### config.mk
export PLATFORM = sky130hd
export DESIGN_NAME = mult_dispatcher_flat
export DESIGN_NICKNAME = d
export VERILOG_FILES = /design/src/rtl/mult_dispatcher_if.sv /design/src/rtl/mult_dispatcher.sv /design/src/flat_wrapper.sv
export SDC_FILE = /design/constraint.sdc
export NUM_CORES = 1
export LEC_CHECK = 0
export BUFFER_PORTS_ARGS = -buffer_cell sky130_fd_sc_hd__buf_4
export CELL_PAD_IN_SITES_DETAIL_PLACEMENT = 2
export CELL_PAD_IN_SITES_GLOBAL_PLACEMENT = 2
export CORE_ASPECT_RATIO = 1.25
export CORE_MARGIN = 2
export CORE_UTILIZATION = 40
export CTS_CLUSTER_SIZE = 8
export DETAILED_ROUTE_END_ITERATION = 8
export PLACE_DENSITY_LB_ADDON = 0.1
export RECOVER_POWER = 100
export SKIP_LAST_GASP = 1
export SLEW_MARGIN = 15
export SYNTH_ARGS = -nofsm -noshare
export SYNTH_HDL_FRONTEND = slang
export SYNTH_SLANG_ARGS = --single-unit
### constraint.sdc
create_clock -name clock -period 2.6 [get_ports clock]
set_input_delay 0.26 -clock clock [delete_from_list [all_inputs] [get_ports clock]]
set_output_delay 0.26 -clock clock [all_outputs]
set_load 0.01 [all_outputs]
### src/rtl/mult_dispatcher_if.sv
`default_nettype none
// ============================================================================
// Module      : mult_dispatcher_if
// Description : Bundle of every handshake and data signal around the
//               mult_dispatcher: operand input stream, multiplier
//               start/operands/product/ready, and result output stream.
//               slave  - seen from the dispatcher
//               master - seen from the surrounding environment
//                        (producer, multiplier, consumer)
// Parameters  : N - operand width, product is 2N bits
// Revision    : 1.0 - initial release
// ============================================================================
interface mult_dispatcher_if #(
    parameter int N = 4
);
    // operand stream
    logic             in_valid;
    logic             in_ready;
    logic [N-1:0]     in_a;
    logic [N-1:0]     in_b;
    // multiplier side
    logic             mul_start;
    logic [N-1:0]     mul_multiplicand;
    logic [N-1:0]     mul_multiplier;
    logic [2*N-1:0]   mul_product;
    logic             mul_ready;
    // result stream
    logic             out_valid;
    logic             out_ready;
    logic [2*N-1:0]   out_product;

    modport slave (
        input  in_valid, in_a, in_b,
        output in_ready,
        output mul_start, mul_multiplicand, mul_multiplier,
        input  mul_product, mul_ready,
        output out_valid, out_product,
        input  out_ready
    );

    modport master (
        output in_valid, in_a, in_b,
        input  in_ready,
        input  mul_start, mul_multiplicand, mul_multiplier,
        output mul_product, mul_ready,
        input  out_valid, out_product,
        output out_ready
    );
endinterface
`default_nettype wire

### src/rtl/mult_dispatcher.sv
`default_nettype none
// ============================================================================
// Module      : mult_dispatcher
// Description : Issue stage for a sequential shift-add multiplier. Operand
//               pairs are queued in a DEPTH-entry FIFO, issued one at a time
//               with a single-cycle start pulse, and the product is held in
//               an output register until the consumer accepts it.
// Ports       : clock   - rising-edge clock
//               n_reset - asynchronous active-low reset
//               bus     - mult_dispatcher_if.slave:
//                           in_valid/in_ready/in_a/in_b        operand stream
//                           mul_start/mul_multiplicand/
//                           mul_multiplier/mul_product/mul_ready multiplier
//                           out_valid/out_ready/out_product    result stream
// Parameters  : N     - operand width (must match the multiplier)
//               DEPTH - FIFO entries, power of two, >= 2
// Options     : MULT_DISPATCH_ZERO_BYPASS_EN - when defined, a head entry with
//               a zero operand is retired directly as product 0 without
//               using the multiplier.
// Revision    : 1.0 - initial release
// ============================================================================
module mult_dispatcher #(
    parameter int N     = 4,
    parameter int DEPTH = 4
) (
    input wire          clock,
    input wire          n_reset,
    mult_dispatcher_if.slave bus
);

    localparam int                c_PTR_W = $clog2(DEPTH);
    localparam logic [c_PTR_W:0]  c_FULL  = (c_PTR_W + 1)'(DEPTH);

    // Bit 0 is set only in ISSUE so mul_start comes straight off a flop.
    localparam logic [1:0] c_IDLE  = 2'b00;
    localparam logic [1:0] c_ISSUE = 2'b01;
    localparam logic [1:0] c_WAIT  = 2'b10;

    logic [1:0]          r_state;
    logic [1:0]          w_state_nxt;

    logic [N-1:0]        r_mem_a [DEPTH];
    logic [N-1:0]        r_mem_b [DEPTH];
    logic [c_PTR_W-1:0]  r_wr_ptr;
    logic [c_PTR_W-1:0]  r_rd_ptr;
    logic [c_PTR_W:0]    r_count;

    logic [N-1:0]        r_op_a;
    logic [N-1:0]        r_op_b;
    logic                r_out_valid;
    logic [2*N-1:0]      r_out_product;

    logic                w_push;
    logic                w_empty;
    logic                w_out_free;
    logic                w_bypass;
    logic                w_take_head;
    logic                w_pop;
    logic                w_issue_load;
    logic                w_capture;
    logic                w_zero_capture;

    assign w_empty    = (r_count == '0);
    assign w_push     = bus.in_valid && bus.in_ready;
    // Issue only when the output register is empty or being emptied, so a
    // capture can never overwrite an unaccepted result.
    assign w_out_free = !r_out_valid || bus.out_ready;

`ifdef MULT_DISPATCH_ZERO_BYPASS_EN
    assign w_bypass = (r_mem_a[r_rd_ptr] == '0) || (r_mem_b[r_rd_ptr] == '0);
`else
    assign w_bypass = 1'b0;
`endif

    assign w_take_head = (r_state == c_IDLE) && !w_empty && w_out_free;

    // ---------------------------------------------------------------- state
    always_ff @(posedge clock or negedge n_reset) begin
        if (!n_reset) begin
            r_state <= c_IDLE;
        end else begin
            r_state <= w_state_nxt;
        end
    end

    // ----------------------------------------------------------- next state
    always_comb begin
        w_state_nxt = r_state;
        case (r_state)
            c_IDLE:  if (w_take_head && !w_bypass) w_state_nxt = c_ISSUE;
            c_ISSUE: w_state_nxt = c_WAIT;
            c_WAIT:  if (bus.mul_ready) w_state_nxt = c_IDLE;
            default: w_state_nxt = c_IDLE;
        endcase
    end

    // -------------------------------------------------------------- outputs
    always_comb begin
        w_pop          = w_take_head;
        w_issue_load   = w_take_head && !w_bypass;
        w_zero_capture = w_take_head && w_bypass;
        w_capture      = (r_state == c_WAIT) && bus.mul_ready;
    end

    assign bus.mul_start        = r_state[0];
    assign bus.mul_multiplicand = r_op_a;
    assign bus.mul_multiplier   = r_op_b;
    assign bus.in_ready         = (r_count != c_FULL);
    assign bus.out_valid        = r_out_valid;
    assign bus.out_product      = r_out_product;

    // ----------------------------------------------------------------- FIFO
    // Storage needs no reset: entries are only read when count says valid.
    always_ff @(posedge clock) begin
        if (w_push) begin
            r_mem_a[r_wr_ptr] <= bus.in_a;
            r_mem_b[r_wr_ptr] <= bus.in_b;
        end
    end

    always_ff @(posedge clock or negedge n_reset) begin
        if (!n_reset) begin
            r_wr_ptr <= '0;
            r_rd_ptr <= '0;
            r_count  <= '0;
        end else begin
            if (w_push) r_wr_ptr <= r_wr_ptr + 1'b1;
            if (w_pop)  r_rd_ptr <= r_rd_ptr + 1'b1;
            case ({w_push, w_pop})
                2'b10:   r_count <= r_count + 1'b1;
                2'b01:   r_count <= r_count - 1'b1;
                default: r_count <= r_count;
            endcase
        end
    end

    // ------------------------------------------------------ operand holding
    always_ff @(posedge clock or negedge n_reset) begin
        if (!n_reset) begin
            r_op_a <= '0;
            r_op_b <= '0;
        end else if (w_issue_load) begin
            r_op_a <= r_mem_a[r_rd_ptr];
            r_op_b <= r_mem_b[r_rd_ptr];
        end
    end

    // ------------------------------------------------------ result register
    always_ff @(posedge clock or negedge n_reset) begin
        if (!n_reset) begin
            r_out_valid   <= 1'b0;
            r_out_product <= '0;
        end else if (w_capture) begin
            r_out_valid   <= 1'b1;
            r_out_product <= bus.mul_product;
        end else if (w_zero_capture) begin
            r_out_valid   <= 1'b1;
            r_out_product <= '0;
        end else if (bus.out_ready) begin
            r_out_valid   <= 1'b0;
        end
    end

endmodule
`default_nettype wire

### src/flat_wrapper.sv
// flat-port wrapper written by rule: the top's interface ports become plain ports
module mult_dispatcher_flat 
#(
    parameter int N     = 4,
    parameter int DEPTH = 4
)
  (clock, n_reset, bus_in_valid, bus_in_a, bus_in_b, bus_in_ready, bus_mul_start, bus_mul_multiplicand, bus_mul_multiplier, bus_mul_product, bus_mul_ready, bus_out_valid, bus_out_product, bus_out_ready);
  mult_dispatcher_if #(.N(N)) bus_i ();
  input wire clock;
  input wire n_reset;
  input wire logic [$bits(bus_i.in_valid)-1:0] bus_in_valid;
  input wire logic [$bits(bus_i.in_a)-1:0] bus_in_a;
  input wire logic [$bits(bus_i.in_b)-1:0] bus_in_b;
  output wire logic [$bits(bus_i.in_ready)-1:0] bus_in_ready;
  output wire logic [$bits(bus_i.mul_start)-1:0] bus_mul_start;
  output wire logic [$bits(bus_i.mul_multiplicand)-1:0] bus_mul_multiplicand;
  output wire logic [$bits(bus_i.mul_multiplier)-1:0] bus_mul_multiplier;
  input wire logic [$bits(bus_i.mul_product)-1:0] bus_mul_product;
  input wire logic [$bits(bus_i.mul_ready)-1:0] bus_mul_ready;
  output wire logic [$bits(bus_i.out_valid)-1:0] bus_out_valid;
  output wire logic [$bits(bus_i.out_product)-1:0] bus_out_product;
  input wire logic [$bits(bus_i.out_ready)-1:0] bus_out_ready;
  assign bus_i.in_valid = bus_in_valid;
  assign bus_i.in_a = bus_in_a;
  assign bus_i.in_b = bus_in_b;
  assign bus_in_ready = bus_i.in_ready;
  assign bus_mul_start = bus_i.mul_start;
  assign bus_mul_multiplicand = bus_i.mul_multiplicand;
  assign bus_mul_multiplier = bus_i.mul_multiplier;
  assign bus_i.mul_product = bus_mul_product;
  assign bus_i.mul_ready = bus_mul_ready;
  assign bus_out_valid = bus_i.out_valid;
  assign bus_out_product = bus_i.out_product;
  assign bus_i.out_ready = bus_out_ready;
  mult_dispatcher #(.N(N), .DEPTH(DEPTH)) u_core (.clock(clock), .n_reset(n_reset), .bus(bus_i));
endmodule
==> results of run 1 <==
[layer usage]
| metal | part of all wire (%) | routed length [um] |
|---|---|---|
| met5 | 0 | 0 |
| met4 | 1.8 | 78 |
| met3 | 5.0 | 218 |
| met2 | 52 | 2240 |
| met1 | 41 | 1790 |
[where the power goes]
group | total, mW | internal, mW | switching (mW)
registers | 1.52 | 1.30 | 0.220
logic | 1.03 | 0.530 | 0.503
clock network | 0.785 | 0.456 | 0.329
[synth_stat cells]
cell type | instances | share of area (%)
edfxtp_1 | 32 | 41
dfrtp_1 | 26 | 28
mux2_2 | 11 | 5.3
inv_1 | 8 | 1.3
mux4_2 | 8 | 7.8
mux2_4 | 7 | 4.5
ha_1 | 5 | 2.7
and3_1 | 4 | 1.1
xnor2_1 | 4 | 1.5
nor2_1 | 3 | 0.48
xor2_1 | 2 | 0.75
and2_4 | 1 | 0.38
buf_2 | 1 | 0.22
buf_6 | 1 | 0.48
clkbuf_1 | 1 | 0.16
fa_1 | 1 | 0.86
mux2i_1 | 1 | 0.43
nand2b_1 | 1 | 0.27
nand3b_1 | 1 | 0.32
nand4bb_1 | 1 | 0.48
nor2b_4 | 1 | 0.59
nor3_1 | 1 | 0.22
or3b_1 | 1 | 0.38
or4_4 | 1 | 0.48
[logic make-up after synthesis]
| logic type | count (synthesis) |
|---|---|
| XOR/XNOR | 6 |
| adder cells (fa/ha/maj) | 6 |
| buffers and inverters | 11 |
| flip-flops | 58 |
| multiplexers | 27 |
| AND/OR/NAND/NOR | 15 |
[worst max-delay path by stage]
stage                         to  slack (ns)  cells past startpoint
6_report       u_core.r_count[2]        0.30                      9
5_1_grt        u_core.r_count[2]        0.13                      9
4_1_cts        u_core.r_count[2]        0.35                      9
3_5_place_dp   u_core.r_count[2]        0.37                      9
3_3_place_gp   u_core.r_count[2]        0.43                      9
2_1_floorplan  u_core.r_count[2]        0.34                     10
[worst max-delay path: stages (launching register included)]
cell,delay (ns)
dfrtp_1,0.38
nor2b_4,0.13
or4_2,0.63
inv_1,0.08
ha_1,0.18
inv_1,0.06
fa_1,0.38
xor2_1,0.15
nor2_1,0.11
xor2_1,0.14
[what timing repair did]
item | 4_1_cts | 5_1_grt
endpoints found under the hold margin | 26 | 0
hold buffers | 1 | 0
endpoints found under the setup margin | 0 | 0
resized for setup | 0 | 0
[stage by stage]
step | total power, mW | cells | utilization, %
2_1_floorplan | 2.38 | 123 | -
3_3_place_gp | 2.78 | 226 | 47.1
3_5_place_dp | 2.86 | 226 | 47.1
4_1_cts | 3.67 | 243 | 50.7
5_1_grt | 3.57 | 243 | 48.2
6_report | 3.34 | 243 | 48.2
[sequential cells by signal, summed over array words and instances, names as in the netlist]
name	flops
u_core.r_mem_a	16
u_core.r_mem_b	16
u_core.bus.out_product	8
u_core.bus.mul_multiplicand	4
u_core.bus.mul_multiplier	4
u_core.r_count	3
u_core.r_rd_ptr	2
u_core.r_state	2
u_core.r_wr_ptr	2
u_core.bus.out_valid	1
[area by class of cell]
class,instances,area [um^2],area share (%)
flip-flops and latches,58,1610,58.6
multi-input cells,54,632,23.0
repair buffers,41,201,7.32
clock buffers,15,188,6.82
well taps,66,82.6,3.00
inverters,8,30.0,1.09
clock inverters,1,5.00,0.182
==> results_dict.tcl, run 1 <==
set metrics [dict create \
    status "completed" \
    busiest_layer "met2" \
    grt_max_degree 27 \
    fin_tns_setup_ns 0 \
    placed_area_um2 2690 \
    skew_ns 0.00855 \
    rows 31 \
    viasPerCell 4.95 \
    yosysSeqAreaShare_pct 69.3 \
    drive_gt1_share_pct 25.4 \
    fin_area_um2 2750 \
    grt_pass1_vias 1315 \
    clkLatencyLatePin_ns 0.32 \
    synth-adder-area-share_pct 3.55 \
    routed_wl_mm 4.32 \
    final_cell_mix "clkbuf_1 (32), edfxtp_1 (32), dfrtp_1 (26)" \
    r2r_slack_ns 0.30 \
    use_met3_pct 4.85 \
    crit_path_end_kind "register" \
    drc 0 \
    clock_sinks 58 \
    initial_core_util_pct 40.8 \
    die_y_um 89.2 \
    synthXorXnorAreaFrac_pct 2.26 \
    clock-root-buffer "clkbuf_8" \
    period_share_pct 88.6 \
    hold_path_class "primary input to register" \
    cp.required_ns 2.85 \
    setup_viol 0 \
    min_path_cells 2 \
    yosysWarnings 0 \
    numCtsBuffers 9 \
    post-cts-setup-buffers 0 \
    synthMuxAreaShare_pct 18.0 \
    gp_congestion 0.706 \
    htree_levels 3 \
    syn_nets 150 \
    design.die.area_um2 6440 \
    track_usage_pct 15.0 \
    cts_tree "built" \
    powerDensity_nw_per_um2 1210 \
    setup_slack_ns 0.298 \
    cap_violations 0 \
    ant_nets 0 \
    grt_overflow 0 \
    syn-cell-area_um2 2320 \
    critPathKind "register to register" \
    io_pins 40 \
    cp-startpoint "u_core.bus.out_valid" \
    hp-start "bus_mul_product[4]" \
    core_area_um2 5700 \
    num_antenna_cells 0 \
    grt_pass1_wl_mm 6.78 \
    start_kind "register" \
    synth_top_family_by_area "multiplexers" \
    met1_usage_pct 18.2 \
    reg2reg_to "u_core.r_count[2]" \
    wl_per_cell_um 17.8 \
    timing.rr.start "u_core.bus.out_valid" \
    syn_avg_cell_area_um2 18.9 \
    worst_pin_slew_ns 1.48 \
    crit_arrival_ns 2.56 \
    timing.final.max_slew_violations 0 \
    min_to "u_core.bus.out_product[4]" \
    synth-simple-area-share_pct 4.68 \
    clkTransAtPathRegs_ns 0.06 \
    dp_hpwl_mm 2.95 \
    finalHoldViolations 0 \
    portBuffers 39 \
    ys_types 24 \
    nNetsFinal 199 \
    holdWs_ns 0.166 \
    clockBufferDepth 2 \
    drt-initial-drc-count 23 \
    reg2reg_depth 9 \
    synth_compound_area_share_pct 0 \
    post-route-min-period_ns 2.30 \
    leakage_nw 1.08 \
    ys_ff_latch 58 \
    ir_drop_v 0.000613 \
    antenna_found_initial 0 \
    vias 1202 \
    relSlewSlack_pct 1.29 \
    clock.fmax_mhz 434 \
    area_growth_pct 18.3 \
    rsz0062_at_grt "no" \
    die_w_um 72.2 \
    first_pass_iters 2 \
    place_ws_ns 0.374 \
    fillers 540 \
    met2_usage_pct 24.1 \
    synthCells 123 \
    cp_max_fo 3 \
]
No activity file was read; power rests on OpenSTA's default activity.
==> inputs of run 2 (changes only) <==
CELL_PAD_IN_SITES_DETAIL_PLACEMENT = 0   (was 2)
MAX_ROUTING_LAYER = met4   (was unset)
==> run 2 against run 1 <==
Compared with the run above: via count decreased by 1.6%; clock power increased by 29%; die area unchanged; global-route usage decreased by 0.12 points; sequential power about the same; clock skew decreased by 0.0019 ns; power increased by 5.9%; worst hold slack got worse by 0.0064 ns; non-clock buffer count unchanged; critical path depth unchanged; maximum frequency decreased by 1.7%; critical path type unchanged.
==> results_dict.tcl, run 2 (synthesis results as in run 1) <==
set metrics [dict create \
    critPathKind "register to register" \
    timing.final.max_slew_violations 0 \
    nNetsFinal 199 \
    p_clk_share_pct 28.5 \
    core_area_um2 5700 \
    clkTransAtPathRegs_ns 0.06 \
    crit_chain "nor2b_4 > or4_2 > inv_1 > ha_1 > inv_1 > fa_1 > xor2_1 > nor2_1 > xor2_1" \
    worst_pin_slew_ns 1.46 \
    crit_arrival_ns 2.60 \
    grt_pass1_wl_mm 6.46 \
    period_share_pct 90.1 \
    htree_levels 3 \
    drc 0 \
    final_cell_mix "edfxtp_1 (32), clkbuf_1 (30), dfrtp_1 (26)" \
    crit_slowest_cell "or4_2" \
    wl_per_cell_um 16.3 \
    hold_path_class "primary input to register" \
    cp.required_ns 2.86 \
    relSlewSlack_pct 2.73 \
    vias 1183 \
    clock-root-buffer "clkbuf_8" \
    dp_hpwl_mm 2.63 \
    slowest_delay_ns 0.62 \
    power_frac_seq_pct 42.8 \
    setup_viol 0 \
    ir_drop_v 0.000643 \
    die_y_um 89.2 \
    ant_nets 0 \
    post-route-min-period_ns 2.34 \
    internal_power_mw 2.49 \
    design.die.area_um2 6440 \
    fin_tns_setup_ns 0 \
    grt_overflow 0 \
    cap_violations 0 \
    clock_sinks 58 \
    initial_core_util_pct 40.8 \
    grt_pass1_vias 1291 \
    gp_congestion 0.714 \
    rows 31 \
    rsz0062_at_grt "no" \
    leakage_nw 1.10 \
    finalHoldViolations 0 \
    comb_power_share_pct 28.7 \
    clock.fmax_mhz 427 \
    crit_buf_inv 2 \
    clockBufferDepth 2 \
    numCtsBuffers 9 \
    status "completed" \
    total_power_mw 3.54 \
    clkLatencyLatePin_ns 0.33 \
    crit_path_end_kind "register" \
    layout_commonest_cell "edfxtp_1" \
    viasPerCell 4.87 \
    die_w_um 72.2 \
    cp_max_fo 3 \
    antenna_found_initial 0 \
    cts_tree "built" \
    track_usage_pct 14.9 \
    area_growth_pct 20.5 \
    portBuffers 39 \
    skew_ns 0.00670 \
    drt-initial-drc-count 29 \
    grt_max_degree 27 \
    start_kind "register" \
    holdWs_ns 0.160 \
    powerDensity_nw_per_um2 1260 \
    switchingPower_mw 1.05 \
    crit_family "simple AND/OR/NAND/NOR gates" \
    drive_gt1_share_pct 26.0 \
    first_pass_iters 4 \
    swShare_pct 29.6 \
    routed_wl_mm 3.96 \
    num_antenna_cells 0 \
    io_pins 40 \
]
==> run 2: changes by cell type in the layout (fill, tap and decap cells not counted), sizes merged <==
cell / change
bufinv: +3
clkinvlp: +1
clkbuf: -4
==> run 2: timing repair <==
| action | 4_1_cts | 5_1_grt |
|---|---|---|
| hold endpoints to repair | 26 | 0 |
| setup buffers | 0 | 0 |
| hold buffers | 1 | 0 |
| gates resized for setup | 0 | 0 |
==> run 2: final cells by class <==
type / count / area [um^2]
sequential: 58 / 1610
timing repair buffer: 41 / 201
clock buffer: 11 / 141
fill: 528 / 2900
tap: 66 / 82.6
clock inverter: 5 / 101
inverter: 8 / 30.0
multi-input combinational: 54 / 632
==> run 2: stage by stage <==
step | instance area, um^2 | utilization (%) | std cells | setup slack, ns
floorplan | 2320 | - | 123 | 0.339
global placement | 2690 | 47.1 | 226 | 0.427
detailed placement | 2690 | 47.1 | 226 | 0.369
CTS | 2940 | 51.6 | 243 | 0.317
global route | 2800 | 49.1 | 243 | 0.120
finish | 2800 | 49.1 | 243 | 0.258
==> run 2: worst register-to-register path, stage by stage (launching register included) <==
cell     delay, ns
dfrtp_1       0.37
nor2b_4       0.13
or4_2         0.62
inv_1         0.08
ha_1          0.18
inv_1         0.06
fa_1          0.38
xor2_1        0.16
nor2_1        0.13
xor2_1        0.16
==> run 2: worst paths after layout <==
path	endpoint	slack, ns	cells after the start	startpoint
min in group asynchronous	u_core.bus.mul_multiplier[0]	0.80	2	n_reset
hold / removal	u_core.bus.out_product[0]	0.16	2	bus_mul_product[0]
setup / recovery	u_core.r_count[2]	0.26	9	u_core.bus.out_valid
setup reg to reg	u_core.r_count[2]	0.26	9	u_core.bus.out_valid
hold reg to reg	u_core.bus.mul_multiplicand[3]	0.49	1	u_core.bus.mul_multiplicand[3]
max in group asynchronous	u_core.bus.mul_multiplicand[2]	0.94	2	n_reset
==> run 2: routing by layer <==
| metal | GRT usage, % | part of all wire [%] |
|---|---|---|
| met4 | 9.26 | 2.9 |
| met1 | 17.3 | 40 |
| met3 | 3.72 | 5.1 |
| met2 | 23.3 | 52 |
| met5 | - | 0 |
==> run 2: power by group through the flow <==
| stage | clock, mW | combinational [mW] | sequential [mW] |
|---|---|---|---|
| 2_1_floorplan | 0 | 0.868 | 1.51 |
| 3_3_place_gp | 0 | 1.25 | 1.53 |
| 3_5_place_dp | 0 | 1.28 | 1.55 |
| 4_1_cts | 1.03 | 1.29 | 1.53 |
| 5_1_grt | 1.07 | 1.13 | 1.56 |
| 6_report | 1.01 | 1.02 | 1.51 |
